**src/rtl/slot_alloc_if.sv**
```systemverilog
// slot_alloc_if
//   Bundles the requester / free / status signals of slot_alloc_scheduler.
//   master: issue side (drives req, stall, flush, frees; observes grants/status)
//   slave : the scheduler itself
//   Signals:
//     req[REQ_COUNT]       level allocation requests
//     stall                freezes grants, rr pointer and cooldown count
//     flush                1-cycle pulse that starts the flush sequence
//     free_valid/free_slot slot release
//     grant[REQ_COUNT]     one-hot or zero, combinational
//     grant_slot[TAG_W]    slot handed to the granted requester
//     slot_valid           registered occupancy vector
//     busy_count           registered popcount of slot_valid
//     full                 busy_count == SLOT_COUNT
//     flushing             flush sequence in progress
//     flush_done           1-cycle pulse when the sequence completes
//     err_free             sticky: free of an unoccupied slot
interface slot_alloc_if #(
  parameter int SLOT_COUNT = 8,
  parameter int REQ_COUNT  = 4
);
  localparam int TAG_W = $clog2(SLOT_COUNT);

  logic [REQ_COUNT-1:0]  req;
  logic                  stall;
  logic                  flush;
  logic                  free_valid;
  logic [TAG_W-1:0]      free_slot;
  logic [REQ_COUNT-1:0]  grant;
  logic [TAG_W-1:0]      grant_slot;
  logic [SLOT_COUNT-1:0] slot_valid;
  logic [TAG_W:0]        busy_count;
  logic                  full;
  logic                  flushing;
  logic                  flush_done;
  logic                  err_free;

  modport master (
    output req, stall, flush, free_valid, free_slot,
    input  grant, grant_slot, slot_valid, busy_count, full, flushing, flush_done, err_free
  );

  modport slave (
    input  req, stall, flush, free_valid, free_slot,
    output grant, grant_slot, slot_valid, busy_count, full, flushing, flush_done, err_free
  );
endinterface

```
**src/rtl/slot_alloc_scheduler.sv**
```systemverilog
// slot_alloc_scheduler
//   Hands out SLOT_COUNT in-flight slots to REQ_COUNT requesters with
//   round-robin arbitration, owns the slot_valid occupancy vector and
//   sequences flush: stop grants -> drain until empty -> cooldown -> resume.
//   Ports:
//     clk_i  clock, all state on posedge
//     rst_i  synchronous active-high reset
//     bus    slot_alloc_if.slave (requests, frees, grants, status)
module slot_alloc_scheduler #(
  parameter int SLOT_COUNT = 8,
  parameter int REQ_COUNT  = 4,
  parameter int COOLDOWN   = 32
) (
  input  logic         clk_i,
  input  logic         rst_i,
  slot_alloc_if.slave  bus
);
  localparam int TAG_W = $clog2(SLOT_COUNT);
  localparam int PTR_W = $clog2(REQ_COUNT);
  localparam int CNT_W = $clog2(COOLDOWN + 1);

  typedef enum logic [1:0] {RUN, DRAIN, COOL} state_e;

  state_e                state_q, state_d;
  logic [PTR_W-1:0]      rr_ptr_q, rr_ptr_d;
  logic [CNT_W-1:0]      cnt_q, cnt_d;
  logic [SLOT_COUNT-1:0] slot_valid_q, slot_valid_d;
  logic [TAG_W:0]        busy_q, busy_d;
  logic                  flush_done_q, flush_done_d;
  logic                  err_q, err_d;

  logic                  win_found;
  logic [PTR_W-1:0]      win_idx;
  logic [PTR_W-1:0]      scan_idx;
  logic                  slot_found;
  logic [TAG_W-1:0]      slot_idx;
  logic                  full;
  logic                  grant_any;
  logic                  free_ok;

  // Round-robin: first requester at or after rr_ptr, wrapping.
  always_comb begin
    win_found = 1'b0;
    win_idx   = '0;
    scan_idx  = '0;
    for (int i = 0; i < REQ_COUNT; i++) begin
      scan_idx = PTR_W'((int'(rr_ptr_q) + i) % REQ_COUNT);
      if (!win_found && bus.req[scan_idx]) begin
        win_found = 1'b1;
        win_idx   = scan_idx;
      end
    end
  end

  // Lowest free slot, from the registered vector so a slot freed this
  // cycle only becomes grantable next cycle.
  always_comb begin
    slot_found = 1'b0;
    slot_idx   = '0;
    for (int s = 0; s < SLOT_COUNT; s++) begin
      if (!slot_found && !slot_valid_q[s]) begin
        slot_found = 1'b1;
        slot_idx   = TAG_W'(s);
      end
    end
  end

  assign full      = (busy_q == (TAG_W+1)'(SLOT_COUNT));
  assign grant_any = !rst_i && (state_q == RUN) && !bus.stall && !bus.flush &&
                     !full && win_found && slot_found;
  assign free_ok   = bus.free_valid && (int'(bus.free_slot) < SLOT_COUNT) &&
                     slot_valid_q[bus.free_slot];

  always_comb begin
    state_d      = state_q;
    cnt_d        = cnt_q;
    flush_done_d = 1'b0;
    rr_ptr_d     = rr_ptr_q;
    slot_valid_d = slot_valid_q;
    busy_d       = busy_q;
    err_d        = err_q;

    case (state_q)
      RUN:   if (bus.flush) state_d = DRAIN;
      DRAIN: if (slot_valid_q == '0) begin
               state_d = COOL;
               cnt_d   = '0;
             end
      // The COOLDOWN-th unstalled cycle is the one on which the count
      // reaches COOLDOWN, so leave straight from it.
      COOL:  if (!bus.stall) begin
               if (cnt_q == CNT_W'(COOLDOWN - 1)) begin
                 state_d      = RUN;
                 flush_done_d = 1'b1;
                 cnt_d        = '0;
               end else begin
                 cnt_d = cnt_q + CNT_W'(1);
               end
             end
      default: state_d = RUN;
    endcase

    if (grant_any) begin
      slot_valid_d[slot_idx] = 1'b1;
      rr_ptr_d = PTR_W'((int'(win_idx) + 1) % REQ_COUNT);
    end
    // Grant targets an empty slot, free targets an occupied one: never the same bit.
    if (free_ok)             slot_valid_d[bus.free_slot] = 1'b0;
    else if (bus.free_valid) err_d = 1'b1;

    busy_d = busy_q + {{TAG_W{1'b0}}, grant_any} - {{TAG_W{1'b0}}, free_ok};
  end

  always_ff @(posedge clk_i) begin
    if (rst_i) begin
      state_q      <= RUN;
      rr_ptr_q     <= '0;
      cnt_q        <= '0;
      slot_valid_q <= '0;
      busy_q       <= '0;
      flush_done_q <= 1'b0;
      err_q        <= 1'b0;
    end else begin
      state_q      <= state_d;
      rr_ptr_q     <= rr_ptr_d;
      cnt_q        <= cnt_d;
      slot_valid_q <= slot_valid_d;
      busy_q       <= busy_d;
      flush_done_q <= flush_done_d;
      err_q        <= err_d;
    end
  end

  assign bus.grant      = grant_any ? (REQ_COUNT'(1) << win_idx) : '0;
  assign bus.grant_slot = slot_idx;
  assign bus.slot_valid = slot_valid_q;
  assign bus.busy_count = busy_q;
  assign bus.full       = full;
  assign bus.flushing   = (state_q != RUN);
  assign bus.flush_done = flush_done_q;
  assign bus.err_free   = err_q;
endmodule
```
**src/flat_wrapper.sv**
```systemverilog
// flat-port wrapper written by rule: the top's interface ports become plain ports
module slot_alloc_scheduler_flat 
#(
  parameter int SLOT_COUNT = 8,
  parameter int REQ_COUNT  = 4,
  parameter int COOLDOWN   = 32
)
  (clk_i, rst_i, bus_req, bus_stall, bus_flush, bus_free_valid, bus_free_slot, bus_grant, bus_grant_slot, bus_slot_valid, bus_busy_count, bus_full, bus_flushing, bus_flush_done, bus_err_free);
  slot_alloc_if #(.SLOT_COUNT(SLOT_COUNT), .REQ_COUNT(REQ_COUNT)) bus_i ();
  input  logic clk_i;
  input  logic rst_i;
  input wire logic [$bits(bus_i.req)-1:0] bus_req;
  input wire logic [$bits(bus_i.stall)-1:0] bus_stall;
  input wire logic [$bits(bus_i.flush)-1:0] bus_flush;
  input wire logic [$bits(bus_i.free_valid)-1:0] bus_free_valid;
  input wire logic [$bits(bus_i.free_slot)-1:0] bus_free_slot;
  output wire logic [$bits(bus_i.grant)-1:0] bus_grant;
  output wire logic [$bits(bus_i.grant_slot)-1:0] bus_grant_slot;
  output wire logic [$bits(bus_i.slot_valid)-1:0] bus_slot_valid;
  output wire logic [$bits(bus_i.busy_count)-1:0] bus_busy_count;
  output wire logic [$bits(bus_i.full)-1:0] bus_full;
  output wire logic [$bits(bus_i.flushing)-1:0] bus_flushing;
  output wire logic [$bits(bus_i.flush_done)-1:0] bus_flush_done;
  output wire logic [$bits(bus_i.err_free)-1:0] bus_err_free;
  assign bus_i.req = bus_req;
  assign bus_i.stall = bus_stall;
  assign bus_i.flush = bus_flush;
  assign bus_i.free_valid = bus_free_valid;
  assign bus_i.free_slot = bus_free_slot;
  assign bus_grant = bus_i.grant;
  assign bus_grant_slot = bus_i.grant_slot;
  assign bus_slot_valid = bus_i.slot_valid;
  assign bus_busy_count = bus_i.busy_count;
  assign bus_full = bus_i.full;
  assign bus_flushing = bus_i.flushing;
  assign bus_flush_done = bus_i.flush_done;
  assign bus_err_free = bus_i.err_free;
  slot_alloc_scheduler #(.SLOT_COUNT(SLOT_COUNT), .REQ_COUNT(REQ_COUNT), .COOLDOWN(COOLDOWN)) u_core (.clk_i(clk_i), .rst_i(rst_i), .bus(bus_i));
endmodule
```
**config.mk**
```make
export PLATFORM = sky130hd
export DESIGN_NAME = slot_alloc_scheduler_flat
export DESIGN_NICKNAME = d
export VERILOG_FILES = /design/src/rtl/slot_alloc_if.sv /design/src/rtl/slot_alloc_scheduler.sv /design/src/flat_wrapper.sv
export SDC_FILE = /design/constraint.sdc
export NUM_CORES = 1
export LEC_CHECK = 0
export ABC_AREA = 1
export CAP_MARGIN = 20
export CORE_MARGIN = 5
export CORE_UTILIZATION = 52
export CTS_CLUSTER_SIZE = 40
export DETAILED_ROUTE_END_ITERATION = 6
export GPL_TIMING_DRIVEN = 1
export HOLD_SLACK_MARGIN = 0.15
export PLACE_DENSITY_LB_ADDON = 0.15
export SLEW_MARGIN = 10
export SYNTH_ARGS = -nofsm -noshare
export SYNTH_HDL_FRONTEND = slang
export SYNTH_SLANG_ARGS = --single-unit
```
**constraint.sdc**
```tcl
create_clock -name clk_i -period 2.65 [get_ports clk_i]
set_input_delay 0.53 -clock clk_i [delete_from_list [all_inputs] [get_ports clk_i]]
set_output_delay 0.53 -clock clk_i [all_outputs]
set_load 0.02 [all_outputs]
```
# Word level (Yosys, flattened, before mapping)
# Index checks and enable logic that the tools add are counted.
[totals]
elab_cells = 133
out_inout_bits = 23
register_bits = 24
[classes]
bitwise_logic = 5
reduce_logical = 47
addsub = 7
eq_ne = 8
muxes = 50
shifts = 1
magnitude_cmp = 8
[op_table]
columns = ["cell", "n"]
rows = [
  ["2-to-1 mux 1 bit", 21],
  ["logical NOT 1 bit", 20],
  ["2-to-1 mux 2 bit", 10],
  ["logical AND 1 bit", 19],
  ["2-to-1 mux 6 bit", 3],
  ["2-to-1 mux 8 bit", 2],
  ["< comparator 2 x 3 -> 1 bit, second input constant", 4],
  ["2-to-1 mux 3 bit", 4],
  ["case mux 6 bit (2 select lines)", 1],
  ["bitwise AND 8 bit", 1],
  ["binary-select mux 1 bit (select 2 bit)", 4],
  ["logical NOT 8 bit", 1],
  ["< comparator 3 x 4 -> 1 bit, second input constant", 2],
  ["inverter 8 bit", 1],
  ["OR 8 bit", 1],
  ["adder 6 x 1 -> 6 bit, second input constant", 1],
  ["demux 1 bit (select 3 bit)", 2],
  ["== test 6 x 5 -> 1 bit, second input constant", 1],
  ["greater-or-equal comparator 3 x 1 -> 1 bit, second input constant", 2],
  ["case mux 2 bit (3 select lines)", 1],
  ["adder 2 x 1 -> 2 bit, second input constant", 2],
  ["adder 2 bit, second input constant", 2],
  ["adder 4 x 1 -> 4 bit", 1],
  ["== test 4 bit, second input constant", 1],
  ["other kinds (15)", 19],
]

# Depth between registers and ports, before layout
# Gate-level depths: netlist of the first run.
[logic_depth]
ltp_word = 29
ltp_mapped = 17
depth_no_buf = 16

# Worst setup path before layout of the first run
# Ideal clock, no wire load.
[synth_path]
path_kind = "input port to flip-flop"
startpoint = "input port bus_free_slot[0]"
endpoint = "register u_core.busy_q[2] (netlist: u_core.bus.busy_count[2])"
arrival_time_ns = 2.251
setup_ns = 0.116
path_slack_ns = 0.283
required_time_ns = 2.534
path_buffers = 1
cell_stages = 15
cell_sequence = "buf_2 -> o21ai_0 -> nand2_1 -> nand2_1 -> nand2_1 -> nand2_1 -> nand2_1 -> inv_1 -> ha_1 -> inv_1 -> ha_1 -> inv_1 -> fa_1 -> xor2_1 -> nor2_1"
[synth_between]
elab_chain_cells = 4
[synth_rtl]
columns = ["item", "line_no", "text"]
rows = [
  ["start, declared", "flat_wrapper.sv:16", "input wire logic [$bits(bus_i.free_slot)-1:0] bus_free_slot;"],
  ["binary-select mux 1 bit (select 3 bit)", "slot_alloc_scheduler.sv:72", "slot_valid_q[bus.free_slot];"],
  ["2-to-1 mux 1 bit (not written as such)", "slot_alloc_scheduler.sv:72", ""],
  ["logical AND 1 bit", "slot_alloc_scheduler.sv:71", "assign free_ok = bus.free_valid && (int'(bus.free_slot) < SLOT_COUNT) &&"],
  ["subtractor 4 x 1 -> 4 bit", "slot_alloc_scheduler.sv:111", "busy_d = busy_q + {{TAG_W{1'b0}}, grant_any} - {{TAG_W{1'b0}}, free_ok};"],
  ["end signal, assigned", "slot_alloc_scheduler.sv:128", "busy_q <= busy_d;"],
  ["end, declared", "slot_alloc_scheduler.sv:28", "logic [TAG_W:0] busy_q, busy_d;"],
]
# Every way passes these cells. The select of a mux whose other input is x is not followed.
# A chain may end at the register's enable or synchronous reset.

# Final worst setup path of the first run
[layout_path]
startpoint = "register u_core.rr_ptr_q[0]"
endpoint = "output port bus_grant[2]"
[layout_between]
elab_chain_cells = 15
word_cells_on_any_way = 29
[layout_rtl]
columns = ["item", "line_no", "text"]
rows = [
  ["start, declared", "slot_alloc_scheduler.sv:25", "logic [PTR_W-1:0] rr_ptr_q, rr_ptr_d;"],
  ["start signal, assigned", "slot_alloc_scheduler.sv:125", "rr_ptr_q <= rr_ptr_d;"],
  ["parallel branches: the longest is 14 deep, another holds adder 2 x 1 -> 2 bit", "--", ""],
  ["2-to-1 mux 4 bit (*)", "slot_alloc_scheduler.sv:134", "assign bus.grant = grant_any ? (REQ_COUNT'(1) << win_idx) : '0;"],
  ["end, declared", "flat_wrapper.sv:17", "output wire logic [$bits(bus_i.grant)-1:0] bus_grant;"],
]
# Every way passes the cells marked *. The select of a mux whose other input is x is not followed.

==> results.cfg, run 1 <==
[outcome]
outcome = finished, violations left
failing_checks = negative setup slack

[setup_path]
critical_path.startpoint_type = flip-flop
cpMostUsedCell = nand2_2
setup.worst_path.end_class = output pin
worst_ep_required_time_ns = 2.12
cp_max_fo = 8
critical_path_arrival_ns = 2.15
cp_cell_sequence = buf_12 > inv_8 > nand2_1 > nand2_1 > nand2_2 > nand2_2 > nor2_4 > nand3b_1 > nand3_2 > nand2_2 > inv_2 > ha_1 > inv_1 > nor2_1 > buf_4
criticalPathCategory = flip-flop to output pin
worst_path_largest_cell_delay_ns = 0.37
cp_slowest_cell = dfxtp_2

[cells_and_area]
layout.cells.most_common = nand2_1
final.fill_count = 288
num-nets-final = 381
final_cell_mix = nand2_1, inv_1, nand3_1, nor2_1, buf_4
area.growth.synth_to_final_pct = 37.6
antennaDiodeCount = 0
final_instance_area_um2 = 2570
post_layout_nonfiller_instances = 403
layout-drive-gt1-share = 0.241

[detailed_routing]
detailedRoute.firstPassIterationCount = 4
postRouteWirelength_um = 4830
post_drt_wl_per_cell_um = 12.0
dr_total_vias = 2061
ant_nets = 0
number_of_vias_per_cell_after_detailed_routing = 5.11
drtIter0Drc = 138
drt_drc_violations_left = 0

[placement]
gpl.final_weighted_congestion = 0.826
port-buffer-count = 34
dpl-instance-area_um2 = 2400
post-place-cells = 398
dp_hpwl_um = 3480

[timing]
number_of_hold_violations_in_the_final_report = 0
slew-limit-headroom = 0.782
timing_worst_slew_pin_value_ns = 0.327
max_clock_freq_mhz = 373
drv_slew = 0
period_needed_ns = 2.68
tns_ns = -0.0326
finClkSkew_ns = 0.00728
timing.final.ws_setup_ns = -0.0326
final_worst_path_period_share = 1.01
number_of_failing_setup_endpoints_in_the_final_timing_report = 1
unrepaired_setup_endpoints_after_global_routing = true

[synthesis]
yosysSeqAreaShare = 0.257
warnings_from_yosys = 0
post_synth_mux_area_share = 0
synth-compound-area-share = 0.0951
synthesis.instances = 301
synth_adder_area_share = 0.0777
yosysUniqueCellTypes = 29
number_of_flops_mapped_to_enable_cells_by_yosys = 0
post_synth_xor_area_fraction = 0.00938
dominantRegCellSynth = dfxtp_1
synthSimpleGateAreaFrac = 0.431
synthesis.area_per_instance_um2 = 6.21
synthArstFlopShare = 0
postSynthRegisterBits = 24
syn-cell-area_um2 = 1870
synth_nets = 324
synth_top_family_by_area = simple AND/OR/NAND/NOR gates

[run]
max_cap_viols = 0

[cts]
cts.reportedPaths.clkPinSlew_ns = 0.15
numCtsBuffers = 3
clockBufferDepth = 2
buffer_type_at_the_clock_tree_root = clkbuf_4
cts.sink_count = 24
cts_tree = done
h-tree-depth = 1
clock_latency_ns = 0.34

[global_routing]
first_pass_grt_wire_length_um = 8070
globalRoute.totalOverflow = 0
grt_pass1_vias = 1977
grt_max_degree = 16
grt_use_total = 0.196
grt_antenna_before_repair = 0

[die]
design.die.area_um2 = 4890
io_pins = 35
fp-row-count = 21
die_h_um = 69.9
fp.dieW_um = 69.9
initial_core_util = 0.547
design.core.area_um2 = 3420

[pwr]
power-per-cell-area_nw_per_um2 = 467
vdd_drop_max_mv = 0.367
cellLeakagePower_uw = 0.00122

[hold_path]
min_path_type = flip-flop to flip-flop
==> worst max-delay path, delay by kind of cell (launching register included) <==
kind                     cells  cell delay (ns)
AND/OR/NAND/NOR              9             0.86
buffers and inverters        5             0.45
flip-flops                   1             0.37
adder cells (fa/ha/maj)      1             0.14
==> power by group <==
part / internal (uW) / switching (uW)
Combinational: 201 / 303
Sequential: 391 / 23.1
Clock: 153 / 128
Total: 746 / 454
==> metal layers <==
| metal | track usage | up-vias | routed length (um) |
|---|---|---|---|
| li1 | - | 1063 | - |
| met1 | 0.227 | 929 | 2030 |
| met2 | 0.350 | 62 | 2490 |
| met3 | 0.0387 | 7 | 259 |
| met4 | 0.0787 | 0 | 58 |
| met5 | 0 | - | 0 |
==> logic make-up after synthesis <==
family,Yosys count
and+or+nand+nor,178
buffers and inverters,56
AOI/OAI and AO/OA,30
DFF,24
adders and majority gates,11
xor gates and xnor gates,2
==> registers in the layout, indices dropped and copies added (netlist names) <==
name / cells
u_core.cnt_q: 6
u_core.bus.err_free: 1
u_core.bus.slot_valid: 8
u_core.state_q: 2
u_core.rr_ptr_q: 2
u_core.bus.flush_done: 1
u_core.bus.busy_count: 4
==> timing repair <==
| action | CTS | global route |
|---|---|---|
| buffers inserted | 0 | 1 |
| gates resized for setup | 38 | 27 |
| hold endpoints to repair | 0 | 0 |
| setup endpoints to repair | 7 | 7 |
| hold buffers | 0 | 0 |
| cloned | 0 | 0 |
| pin swaps | 8 | 14 |
==> final timing paths <==
kind | from | end | slack, ns | depth (start not counted)
max | u_core.rr_ptr_q[0] | bus_grant[2] | -0.03 | 15
min | u_core.bus.err_free | u_core.bus.err_free | 0.46 | 2
max reg2reg | u_core.rr_ptr_q[0] | u_core.bus.busy_count[3] | 0.20 | 18
min reg2reg | u_core.bus.err_free | u_core.bus.err_free | 0.46 | 2
==> stage by stage <==
stage               setup WS, ns  utilization  total power (uW)  hold slack [ns]
floorplan                  0.283            -               713            0.454
global placement          -0.551        0.703               849            0.439
detailed placement        -0.616        0.703               858            0.439
CTS                      -0.0260        0.722              1150            0.460
global route              -0.170        0.752              1280            0.484
finish                   -0.0326        0.752              1200            0.456
==> synth_stat cells (2+ instances only) <==
master / instances / area [um2]
nand2_1: 83 / 312
inv_1: 47 / 176
nand3_1: 34 / 170
nor2_1: 28 / 105
dfxtp_1: 24 / 480
a21oi_1: 11 / 55.1
nand2_2: 11 / 68.8
ha_1: 10 / 125
o21ai_0: 10 / 50.1
nor3_1: 9 / 45.0
nand4_1: 6 / 37.5
a21oi_2: 5 / 43.8
buf_2: 2 / 10.0
clkbuf_1: 2 / 7.51
inv_2: 2 / 7.51
nand3b_1: 2 / 15.0
nor2_2: 2 / 12.5
xor2_1: 2 / 17.5
==> final cells by class <==
type / count / area [um2] / share of cell area
Timing Repair Buffer: 58 / 526 / 0.204
Multi-Input combinational cell: 221 / 1250 / 0.486
Sequential cell: 24 / 487 / 0.189
Tap cell: 46 / 57.6 / 0.0224
Clock buffer: 3 / 22.5 / 0.00876
Clock inverter: 1 / 30.0 / 0.0117
Inverter: 50 / 198 / 0.0769
No activity file was read; power rests on OpenSTA's default activity.
==> inputs of run 2 (changes only) <==
--- a/config.mk
+++ b/config.mk
@@ -7,7 +7,6 @@
 export LEC_CHECK = 0
 export ABC_AREA = 1
 export CAP_MARGIN = 20
-export CORE_MARGIN = 5
 export CORE_UTILIZATION = 52
 export CTS_CLUSTER_SIZE = 40
 export DETAILED_ROUTE_END_ITERATION = 6
==> results.cfg, run 2 (synthesized netlist as in run 1, its figures left out) <==
[outcome]
outcome = finished, violations left
failing_checks = negative setup slack

[cells_and_area]
layout.cells.most_common = nand2_1
final_cell_mix = nand2_1, inv_1, buf_4
layout-drive-gt1-share = 0.264
area.growth.synth_to_final_pct = 41.3
final.fill_count = 252
antennaDiodeCount = 0
post_layout_nonfiller_instances = 409
largest_reg_flops = 8
num-nets-final = 387

[setup_path]
timing.critical_path.from = bus_req[1]
critical_path.startpoint_type = input port
cp_max_fo = 3
setup.worst_path.end_class = output pin
worst_ep_required_time_ns = 2.12
rrSetupSlack_ns = 0.16
crit_end = bus_grant[1]
worstReg2RegEnd = u_core.bus.busy_count[2]
rr_worst_depth = 16
crit-reg2reg-launch = u_core.rr_ptr_q[0]
criticalPathCategory = input port to output pin
critical_path_arrival_ns = 2.18

[placement]
dp_hpwl_um = 3350
post-place-cells = 397
pre_cts_slack_ns = -0.664
port-buffer-count = 34
gpl.final_weighted_congestion = 0.852

[cts]
clock_latency_ns = 0.34
cts.sink_count = 24
cts.reportedPaths.clkPinSlew_ns = 0.16
h-tree-depth = 1
cts_tree = done
numCtsBuffers = 3
hold_fix_buffers_cts = 0
buffer_type_at_the_clock_tree_root = clkbuf_4
clockBufferDepth = 2

[timing]
slew-limit-headroom = 0.776
timing_worst_slew_pin_value_ns = 0.334
unrepaired_setup_endpoints_after_global_routing = true
timing.final.ws_setup_ns = -0.0639
max_clock_freq_mhz = 368
number_of_hold_violations_in_the_final_report = 0
hold_ws_ns = 0.460
period_needed_ns = 2.71
drv_slew = 0
finClkSkew_ns = 0.0262
tns_ns = -0.109
final_worst_path_period_share = 1.02
number_of_failing_setup_endpoints_in_the_final_timing_report = 2

[pwr]
vdd_drop_max_mv = 0.321
cellLeakagePower_uw = 0.00126
power-per-cell-area_nw_per_um2 = 439
power.total_uw = 1160

[global_routing]
grt_max_degree = 16
grt_pass1_vias = 1802
first_pass_grt_wire_length_um = 7420
grt_antenna_before_repair = 0
globalRoute.totalOverflow = 0
grt_use_total = 0.261

[die]
io_pins = 35
fp.dieW_um = 61.9
design.core.area_um2 = 3390
initial_core_util = 0.551
fp-row-count = 21
die_h_um = 61.9
design.die.area_um2 = 3840

[detailed_routing]
detailedRoute.firstPassIterationCount = 4
drtIter0Drc = 160
dr_total_vias = 2072
ant_nets = 0
number_of_vias_per_cell_after_detailed_routing = 5.07
postRouteWirelength_um = 4860
post_drt_wl_per_cell_um = 11.9
drt_drc_violations_left = 0

[hold_path]
min_path_type = flip-flop to flip-flop

[run]
max_cap_viols = 0
==> run 2: changes by cell type in the layout (fill, tap and decap cells not counted), moves of 2 or more <==
cell     delta
nand2_4     +6
nand2_2     -5
buf_4       +9
buf_6       -2
inv_1       -2
inv_2       +3
==> run 2: metal layers <==
layer  global-route usage  vias to the layer above  part of all wire
li1                     -                     1078                 -
met1                0.329                      926              0.46
met2                0.442                       57              0.49
met3               0.0414                       11             0.035
met4                0.108                        0             0.016
met5                    0                        -                 0
==> run 2: how the worst min path moves through the flow <==
stage / end / slack (ns) / start / cells after the start
after floorplan: u_core.state_q[1] / 0.45 / u_core.state_q[1] / 2
after global routing: u_core.state_q[1] / 0.51 / u_core.state_q[1] / 2
after detailed placement: u_core.bus.err_free / 0.44 / u_core.bus.err_free / 2
final: u_core.bus.err_free / 0.46 / u_core.bus.err_free / 2
after global placement: u_core.bus.err_free / 0.44 / u_core.bus.err_free / 2
after CTS: u_core.bus.err_free / 0.46 / u_core.bus.err_free / 2
==> run 2: through the flow <==
stage | cell area [um2] | utilization
3_5_place_dp | 2390 | 0.707
2_1_floorplan | 1870 | -
4_1_cts | 2490 | 0.736
5_1_grt | 2640 | 0.779
6_report | 2640 | 0.779
3_3_place_gp | 2390 | 0.707
==> run 2: timing repair <==
action,4_1_cts,5_1_grt
gates resized for setup,46,29
buffers inserted,3,5
pin swaps,14,15
endpoints found under the setup margin,8,9
endpoints found under the hold margin,0,0
==> run 2: critical path: stages <==
cell and delay (ns):
dlygate4sd2_1 0.27, inv_1 0.08, nand2_2 0.10, nand2_2 0.08, o21ai_4 0.20, inv_2 0.09, nand3b_1 0.10, nand3_1 0.11
nand2_2 0.11, buf_4 0.13, ha_4 0.11, inv_1 0.03, nor2_1 0.08, buf_4 0.15
==> run 2: report_power, final <==
part / switching (uW) / total, uW / internal (uW)
sequential: 24.2 / 415 / 391
clock: 124 / 208 / 84.2
combinational: 318 / 535 / 217
total: 466 / 1160 / 692
==> run 2: layout make-up <==
type / instances / area [um2] / share of cell area
Sequential cell: 24 / 489 / 0.185
Clock buffer: 4 / 36.3 / 0.0137
Multi-Input combinational cell: 221 / 1290 / 0.488
Inverter: 50 / 200 / 0.0758
Tap cell: 46 / 57.6 / 0.0218
Timing Repair Buffer: 64 / 569 / 0.216
